<file path="src/rtl/axil_pkg.sv">
// Shared AXI4-Lite response codes, bridge FSM state types and the window decoder.
package axil_pkg;

    localparam logic [1:0] RESP_OKAY   = 2'b00;
    localparam logic [1:0] RESP_SLVERR = 2'b10;
    localparam logic [1:0] RESP_DECERR = 2'b11;

    typedef enum logic [1:0] {R_IDLE, R_PORT, R_RESP} rd_state_e;
    typedef enum logic [1:0] {W_IDLE, W_PORT, W_RESP} wr_state_e;

    // Unsigned wrap-around subtraction folds both window bounds into one compare.
    function automatic logic [1:0] addr_decode(input logic [31:0] addr,
                                               input logic [31:0] base,
                                               input logic [31:0] size);
        logic [31:0] offset;
        offset = addr - base;
        if (offset >= size)
            return RESP_DECERR;
        else if (addr[1:0] != 2'b00)
            return RESP_SLVERR;
        else
            return RESP_OKAY;
    endfunction

endpackage

</file>
<file path="src/rtl/axil_uart_bridge.sv">
// AXI4-Lite slave that turns bus reads/writes into single-cycle serial port strobes.
module axil_uart_bridge
    import axil_pkg::*;
#(
    parameter logic [31:0] BASE = 32'ha00003f8,
    parameter logic [31:0] SIZE = 32'd8
) (
    input  logic        clock,
    input  logic        reset,
    input  logic [31:0] awaddr,
    input  logic        awvalid,
    output logic        awready,
    input  logic [31:0] wdata,
    input  logic [3:0]  wstrb,
    input  logic        wvalid,
    output logic        wready,
    output logic [1:0]  bresp,
    output logic        bvalid,
    input  logic        bready,
    input  logic [31:0] araddr,
    input  logic        arvalid,
    output logic        arready,
    output logic [31:0] rdata,
    output logic [1:0]  rresp,
    output logic        rvalid,
    input  logic        rready,
    output logic [31:0] uart_raddr,
    input  logic [31:0] uart_rdata,
    output logic        uart_rvalid,
    output logic [31:0] uart_waddr,
    output logic [31:0] uart_wdata,
    output logic        uart_wvalid
);

    // ---------------- read path ----------------
    rd_state_e   r_state, r_next;
    logic [31:0] raddr_q;
    logic        ar_hs;
    logic [1:0]  ar_resp;

    assign ar_hs   = arvalid && arready;
    assign ar_resp = addr_decode(araddr, BASE, SIZE);

    always_ff @(posedge clock or negedge reset) begin
        if (!reset) r_state <= R_IDLE;
        else        r_state <= r_next;
    end

    always_comb begin
        r_next      = r_state;
        arready     = 1'b0;
        rvalid      = 1'b0;
        uart_rvalid = 1'b0;
        case (r_state)
            R_IDLE: begin
                arready = reset;
                if (ar_hs) r_next = (ar_resp == RESP_OKAY) ? R_PORT : R_RESP;
            end
            R_PORT: begin
                uart_rvalid = 1'b1;
                r_next      = R_RESP;
            end
            R_RESP: begin
                rvalid = 1'b1;
                if (rready) r_next = R_IDLE;
            end
            default: r_next = R_IDLE;
        endcase
    end

    always_ff @(posedge clock or negedge reset) begin
        if (!reset) begin
            raddr_q <= '0;
            rdata   <= '0;
            rresp   <= RESP_OKAY;
        end else begin
            if (ar_hs) begin
                raddr_q <= araddr;
                if (ar_resp != RESP_OKAY) begin
                    rdata <= '0;
                    rresp <= ar_resp;
                end
            end
            // Port read data is combinational, so sample it during the strobe cycle.
            if (r_state == R_PORT) begin
                rdata <= uart_rdata;
                rresp <= RESP_OKAY;
            end
        end
    end

    assign uart_raddr = raddr_q;

    // ---------------- write path ----------------
    wr_state_e   w_state, w_next;
    logic [31:0] waddr_q, wdata_q;
    logic        wlane0_q;
    logic        aw_done, w_done;
    logic        aw_hs, w_hs, go;
    logic [31:0] eff_addr;
    logic        eff_lane0;
    logic [1:0]  w_dec, w_resp;
    logic        unused_wstrb;

    assign aw_hs = awvalid && awready;
    assign w_hs  = wvalid && wready;

    // Decode in the cycle the second channel lands, using whichever half is still on the bus.
    assign eff_addr  = aw_done ? waddr_q  : awaddr;
    assign eff_lane0 = w_done  ? wlane0_q : wstrb[0];
    assign w_dec     = addr_decode(eff_addr, BASE, SIZE);
    assign w_resp    = (w_dec != RESP_OKAY) ? w_dec :
                       (!eff_lane0 ? RESP_SLVERR : RESP_OKAY);
    assign go        = (w_state == W_IDLE) && (aw_done || aw_hs) && (w_done || w_hs);

    // The port only consumes byte lane 0.
    assign unused_wstrb = ^wstrb[3:1];

    always_ff @(posedge clock or negedge reset) begin
        if (!reset) w_state <= W_IDLE;
        else        w_state <= w_next;
    end

    always_comb begin
        w_next      = w_state;
        awready     = 1'b0;
        wready      = 1'b0;
        bvalid      = 1'b0;
        uart_wvalid = 1'b0;
        case (w_state)
            W_IDLE: begin
                awready = reset && !aw_done;
                wready  = reset && !w_done;
                if (go) w_next = (w_resp == RESP_OKAY) ? W_PORT : W_RESP;
            end
            W_PORT: begin
                uart_wvalid = 1'b1;
                w_next      = W_RESP;
            end
            W_RESP: begin
                bvalid = 1'b1;
                if (bready) w_next = W_IDLE;
            end
            default: w_next = W_IDLE;
        endcase
    end

    always_ff @(posedge clock or negedge reset) begin
        if (!reset) begin
            waddr_q  <= '0;
            wdata_q  <= '0;
            wlane0_q <= 1'b0;
            aw_done  <= 1'b0;
            w_done   <= 1'b0;
            bresp    <= RESP_OKAY;
        end else begin
            if (aw_hs) begin
                waddr_q <= awaddr;
                aw_done <= 1'b1;
            end
            if (w_hs) begin
                wdata_q  <= wdata;
                wlane0_q <= wstrb[0];
                w_done   <= 1'b1;
            end
            if (go) bresp <= w_resp;
            if (w_state == W_RESP && bready) begin
                aw_done <= 1'b0;
                w_done  <= 1'b0;
            end
        end
    end

    assign uart_waddr = waddr_q;
    assign uart_wdata = wdata_q;

endmodule

</file>
<file path="config.mk">
export PLATFORM = sky130hd
export DESIGN_NAME = axil_uart_bridge
export DESIGN_NICKNAME = d
export VERILOG_FILES = /design/src/rtl/axil_pkg.sv /design/src/rtl/axil_uart_bridge.sv
export SDC_FILE = /design/constraint.sdc
export NUM_CORES = 1
export LEC_CHECK = 0
export BUFFER_PORTS_ARGS = -buffer_cell sky130_fd_sc_hd__buf_2
export CAP_MARGIN = 10
export CELL_PAD_IN_SITES_DETAIL_PLACEMENT = 1
export CELL_PAD_IN_SITES_GLOBAL_PLACEMENT = 1
export CORE_ASPECT_RATIO = 1.4
export CORE_UTILIZATION = 37
export DETAILED_ROUTE_END_ITERATION = 8
export PLACE_DENSITY = 0.91
export SYNTH_ARGS = -nofsm -noshare
export SYNTH_HDL_FRONTEND = slang
export SYNTH_SLANG_ARGS = --single-unit
</file>
<file path="constraint.sdc">
create_clock -name clock -period 4.5 [get_ports clock]
set_input_delay 0.45 -clock clock [delete_from_list [all_inputs] [get_ports clock]]
set_output_delay 0.45 -clock clock [all_outputs]
set_load 0.02 [all_outputs]
</file>
After elaboration in Yosys (flattened, before gate mapping)
Cells that the tools add are included.

word-level totals
  logic and storage cells = 83
  bits in registers = 139
  input bits = 139
  output and inout port bits = 139

operators by class
  order comparisons = 2
  equality and inequality tests = 8
  multiplexer cells = 33
  add/sub/neg operators = 2
  reductions and logical operators = 27

operator list
  cell                                                  count
  two-way mux 32 bit                                    4
  >= comparator 32 x 4 -> 1 bit, second input constant  2
  subtractor 32 bit, second input constant              2
  two-way mux 2 bit                                     15
  nonzero test 2 bit                                    8
  two-way mux 1 bit                                     12
  case mux 2 bit (3 select lines)                       2
  logical AND 1 bit                                     8
  logical NOT 2 bit                                     4
  != test 2 bit, second input constant                  4
  AND reduction 2 bit                                   3
  equality test 2 x 1 -> 1 bit, second input constant   2
  equality test 2 bit, second input constant            2
  logical NOT 1 bit                                     2
  logical OR 1 bit                                      2

Depth between registers and ports, before layout
  word-level depth = 10
  mapped depth = 15
  depth with buffers taken out = 10

Least setup slack after synthesis
Ideal clock, no wire load.

  path type = register -> register
  from = reg aw_done
  to = reg w_state[1]
  data required time = 4.374 ns
  setup slack = 0.473 ns
  setup time = 0.126 ns
  clock period less this slack = 4.027 ns
  arrival = 3.901 ns
  cell stages (with the launch flop) = 16
  path buffers = 5
  cell sequence = dfrtp_1 > buf_6 > buf_6 > buf_2 > buf_2 > buf_2 > mux2_2 > ha_1 > inv_1 > nor4_1 > or4b_1 > nand4_1 > or4b_1 > nor4_2 > nand2_1 > a221o_1

on the way
  word-level cells in the longest chain between the ends = 10
  elaborated cells between the ends (all ways) = 21
  classes of those cells = add/sub (1); order compare (1); eq/ne (1); mux (8); reduce/logical (10)

RTL lines
  item                                                                line                            source
  start, declared                                                     axil_uart_bridge.sv:98          logic aw_done, w_done;
  start signal, assigned                                              axil_uart_bridge.sv:153         aw_done <= 1'b0;
  start signal, assigned                                              axil_uart_bridge.sv:159         aw_done <= 1'b1;
  start signal, assigned                                              axil_uart_bridge.sv:168         aw_done <= 1'b0;
  two-way mux 32 bit                                                  axil_uart_bridge.sv:109         assign eff_addr = aw_done ? waddr_q : awaddr;
  subtractor 32 bit or nonzero test 2 bit (tied branches)             axil_pkg.sv:16, axil_pkg.sv:19
  >= comparator 32 x 4 -> 1 bit or two-way mux 2 bit (tied branches)  axil_pkg.sv:17, axil_pkg.sv:19
  two-way mux 2 bit                                                   axil_pkg.sv:17                  if (offset >= size)
  nonzero test 2 bit                                                  axil_uart_bridge.sv:112         assign w_resp = (w_dec != RESP_OKAY) ? w_dec :
  two-way mux 2 bit                                                   axil_uart_bridge.sv:112
  logical NOT 2 bit                                                   axil_uart_bridge.sv:134         if (go) w_next = (w_resp == RESP_OKAY) ? W_PORT : W_RESP;
  two-way mux 2 bit (2 in a row)                                      axil_uart_bridge.sv:134
  case mux 2 bit (3 select lines)                                     axil_uart_bridge.sv:130         case (w_state)
  end signal, assigned                                                axil_uart_bridge.sv:121         else w_state <= w_next;
  end, declared                                                       axil_uart_bridge.sv:95          wr_state_e w_state, w_next;

Parallel ways exist; a longest one is shown, timed or not. The select of a mux whose other input is x is not followed.
A chain may end at the register's enable or synchronous reset.

Final worst setup path
Same ends and word-level chain as after synthesis.

==> impl_metrics.sql <==
INSERT INTO impl_metrics (metric_group, metric, value, unit) VALUES
('cts', 'cts_hold_buffers', '1', ''),
('die', 'fp.coreArea', '0.0185', 'mm²'),
('cts', 'insertion_delay', '0.42', 'ns'),
('cts', 'cts_max_level', '4', ''),
('job', 'maxCapViolations', '0', ''),
('cts', 'ctsResizeCount', '0', ''),
('finish', 'fillCellCount', '2122', ''),
('sta', 'rsz0062_at_grt', 'false', ''),
('drt', 'wire_per_inst', '18.8', 'µm'),
('worst_hold_path', 'min_delay_path_depth', '2', ''),
('logic_synthesis', 'synth_top_cell_by_area', 'sky130_fd_sc_hd__dfrtp_1', ''),
('logic_synthesis', 'yosysWarningCount', '0', ''),
('logic_synthesis', 'synth_flop_cell', 'sky130_fd_sc_hd__dfrtp_1', ''),
('cts', 'clock-root-buffer', 'sky130_fd_sc_hd__clkbuf_16', ''),
('critical_path', 'worst_setup_path_end_kind', 'flip-flop', ''),
('logic_synthesis', 'synth.net_count', '772', ''),
('critical_path', 'setup.worst_path.start_class', 'flip-flop', ''),
('outcome', 'result_of_the_run', 'finished clean', ''),
('cts', 'postCtsSetupRepairBufs', '0', ''),
('drt', 'ant_nets', '0', ''),
('drt', 'routed-via-count', '6252', ''),
('logic_synthesis', 'synthCells', '631', ''),
('critical_path', 'crit_start', 'aw_done', ''),
('logic_synthesis', 'post_synth_main_area_contributors', 'sky130_fd_sc_hd__dfrtp_1 50%, sky130_fd_sc_hd__mux2_2 17%, sky130_fd_sc_hd__nor2_1 4.9%, sky130_fd_sc_hd__nor3_1 3.5%, sky130_fd_sc_hd__mux2i_1 2.1%', ''),
('worst_hold_path', 'worst_min_delay_path_endpoint', 'w_done', ''),
('die', 'die_h', '165', 'µm'),
('sta', 'relSlewSlack', '0.328', ''),
('sta', 'setup-tns-final', '0', 'ns'),
('logic_synthesis', 'synth_edf_count', '0', ''),
('global_routing', 'grt_use_met1', '0.242', ''),
('die', 'ios', '278', ''),
('critical_path', 'worst_path_bufs_invs', '1', ''),
('sta', 'final_max_slew_viol_count', '0', ''),
('drt', 'drc_errors', '0', ''),
('critical_path', 'criticalPathCategory', 'flip-flop to flip-flop', ''),
('critical_path', 'critPathTopFamily', 'simple AND/OR/NAND/NOR gates', ''),
('sta', 'finalCritPeriodShare', '0.848', ''),
('drt', 'routed_wl', '21900', 'µm'),
('sta', 'hold_viol_final', '0', ''),
('finish', 'multi_input_comb_area', '0.00334', 'mm²'),
('critical_path', 'reg2regPathDepth', '10', ''),
('die', 'initial_utilization', '0.377', ''),
('finish', 'seq_area', '0.00348', 'mm²'),
('place', 'hpwlAfterDp', '16400', 'µm'),
('drt', 'dr.pass1.iters', '4', ''),
('die', 'die_outline_area', '0.0194', 'mm²'),
('global_routing', 'met2_usage', '0.427', ''),
('logic_synthesis', 'post-synth-top-area-fraction', '0.498', ''),
('power', 'powerDensity', '606', 'mW/mm²'),
('place', 'port_buffers', '274', ''),
('sta', 'max_clock_freq', '262', 'MHz'),
('die', 'fp-row-count', '59', ''),
('finish', 'layout-drive-gt1-share', '0.474', ''),
('critical_path', 'worst_path_cell_trace', 'mux2_2, ha_1, inv_1, nor4_1, or4b_1, nand4_1, or4b_1, nor4_2, nand2_1, a221o_1', ''),
('sta', 'finalHoldWorstSlack', '0.244', 'ns'),
('global_routing', 'antenna_found_initial', '2', ''),
('worst_hold_path', 'min_from', 'bready', ''),
('global_routing', 'global_route.peak_usage_layer', 'met2', ''),
('global_routing', 'globalRouteTotalUtil', '0.228', ''),
('logic_synthesis', 'synth_seq_cells', '139', ''),
('sta', 'setup_viol_count_final', '0', ''),
('place', 'gp_congestion', '0.855', ''),
('logic_synthesis', 'syn_area_per_cell', '11.1', 'µm²'),
('cts', 'tritoncts', 'built', ''),
('critical_path', 'critPathRequiredTime', '4.79', 'ns'),
('critical_path', 'crit_fanout', '7', ''),
('global_routing', 'grt_start_max_net_pins', '71', ''),
('drt', 'dr.first_iter.drc_count', '293', ''),
('global_routing', 'grt-ovfl-total', '0', ''),
('sta', 'finClkSkew', '0.00968', 'ns'),
('cts', 'cts.path.max_buffers', '2', '');
cells by family after synthesis:
kind of cell             Yosys count  synth area share
AO/OA/AOI/OAI                     73            0.0748
XOR/XNOR                           6           0.00752
adder cells (fa/ha/maj)            2           0.00358
buffers and inverters             36            0.0252
flip-flops                       139             0.498
multiplexers                     122             0.194
AND/OR/NAND/NOR                  253             0.197
stage by stage:
| stage | total power, mW | setup slack [ns] | area (µm²) | util | cells |
|---|---|---|---|---|---|
| global placement | 4.03 | 0.821 | 8620 | 0.465 | 1131 |
| finish | 5.61 | 0.683 | 9250 | 0.499 | 1166 |
| global route | 5.90 | 0.460 | 9250 | 0.499 | 1166 |
| CTS | 5.66 | 0.713 | 9240 | 0.499 | 1164 |
| detailed placement | 4.14 | 0.695 | 8620 | 0.465 | 1131 |
| floorplan | 3.35 | 0.473 | 6990 | - | 631 |
cell type report:
class,count,share of cell area
flip-flops and latches,139,0.376
multi-input cells,456,0.361
repair buffers,285,0.159
clock buffers,18,0.0464
well taps,244,0.0330
clock inverters,14,0.0203
inverters,8,0.00325
diodes,2,0.000541
per-layer routing:
metal | up-vias | part of all wire | wire length (µm)
li1 | 2878 | - | -
met3 | 60 | 0.044 | 963
met1 | 3084 | 0.37 | 8200
met2 | 230 | 0.55 | 12000
met4 | 0 | 0.033 | 721
met5 | - | 0 | 0
registers in the layout, indices dropped and copies added, names as in the netlist:
register / count
rdata: 32
w_done: 1
uart_waddr: 32
aw_done: 1
bresp: 2
uart_raddr: 32
rresp: 2
r_state: 2
w_state: 2
uart_wdata: 32
wlane0_q: 1
where the power goes:
group          switching, mW  internal, mW
combinational           1.25         0.907
sequential             0.327          1.63
clock                  0.597         0.889
worst reg2reg max path, cell delays in order (launching register included):
cell and delay, ns:
sky130_fd_sc_hd__dfrtp_2 0.46, sky130_fd_sc_hd__mux2_2 0.24, sky130_fd_sc_hd__ha_1 0.23, sky130_fd_sc_hd__inv_1 0.09, sky130_fd_sc_hd__nor4_1 0.85, sky130_fd_sc_hd__or4b_1 0.23, sky130_fd_sc_hd__nand4_1 0.10, sky130_fd_sc_hd__or4b_1 0.58
sky130_fd_sc_hd__nor4_2 0.43, sky130_fd_sc_hd__nand2_1 0.14, sky130_fd_sc_hd__a221o_1 0.36
how the worst max path moves through the flow:
stage,end,slack [ns],depth (start not counted)
6_report,w_state[1],0.68,10
5_1_grt,w_state[1],0.46,10
4_1_cts,w_state[1],0.71,10
3_5_place_dp,w_state[1],0.70,11
3_3_place_gp,w_state[1],0.82,11
2_1_floorplan,w_state[1],0.47,15
cells in the mapped netlist, types with 4 or more instances:
master	n
sky130_fd_sc_hd__nand3b_1	5
sky130_fd_sc_hd__nand4b_1	5
sky130_fd_sc_hd__inv_1	7
sky130_fd_sc_hd__nor4bb_1	4
sky130_fd_sc_hd__mux2i_1	15
sky130_fd_sc_hd__nand2_1	21
sky130_fd_sc_hd__nor2b_1	10
sky130_fd_sc_hd__nor2_1	92
sky130_fd_sc_hd__buf_2	6
sky130_fd_sc_hd__a211oi_1	4
sky130_fd_sc_hd__clkbuf_1	9
sky130_fd_sc_hd__nand4_1	9
sky130_fd_sc_hd__a21oi_1	10
sky130_fd_sc_hd__a22oi_1	4
sky130_fd_sc_hd__nor3_1	49
sky130_fd_sc_hd__xor2_1	4
sky130_fd_sc_hd__dfrtp_1	139
sky130_fd_sc_hd__buf_1	9
sky130_fd_sc_hd__nor4_1	13
sky130_fd_sc_hd__nand3_1	8
sky130_fd_sc_hd__a31oi_1	6
sky130_fd_sc_hd__nor3b_1	5
sky130_fd_sc_hd__o21ai_0	14
sky130_fd_sc_hd__mux2_2	105
sky130_fd_sc_hd__or4b_1	6
sky130_fd_sc_hd__or4_1	6
cell usage in the layout (no fill, tap or decap), types with 5 or more instances in the layout:
cell | synthesis | final
sky130_fd_sc_hd__a21oi_1 | 10 | 10
sky130_fd_sc_hd__a31oi_1 | 6 | 6
sky130_fd_sc_hd__buf_2 | 6 | 273
sky130_fd_sc_hd__buf_4 | 0 | 9
sky130_fd_sc_hd__clkbuf_16 | 0 | 17
sky130_fd_sc_hd__dfrtp_1 | 139 | 138
sky130_fd_sc_hd__inv_1 | 7 | 7
sky130_fd_sc_hd__mux2_2 | 105 | 105
sky130_fd_sc_hd__mux2i_1 | 15 | 15
sky130_fd_sc_hd__nand2_1 | 21 | 21
sky130_fd_sc_hd__nand3_1 | 8 | 8
sky130_fd_sc_hd__nand3b_1 | 5 | 5
sky130_fd_sc_hd__nand4_1 | 9 | 9
sky130_fd_sc_hd__nand4b_1 | 5 | 5
sky130_fd_sc_hd__nor2_1 | 92 | 92
sky130_fd_sc_hd__nor2b_1 | 10 | 10
sky130_fd_sc_hd__nor3_1 | 49 | 49
sky130_fd_sc_hd__nor3b_1 | 5 | 5
sky130_fd_sc_hd__nor4_1 | 13 | 13
sky130_fd_sc_hd__o21ai_0 | 14 | 14
sky130_fd_sc_hd__or4_1 | 6 | 6
sky130_fd_sc_hd__or4b_1 | 6 | 6
No activity file was read; power rests on OpenSTA's default activity.
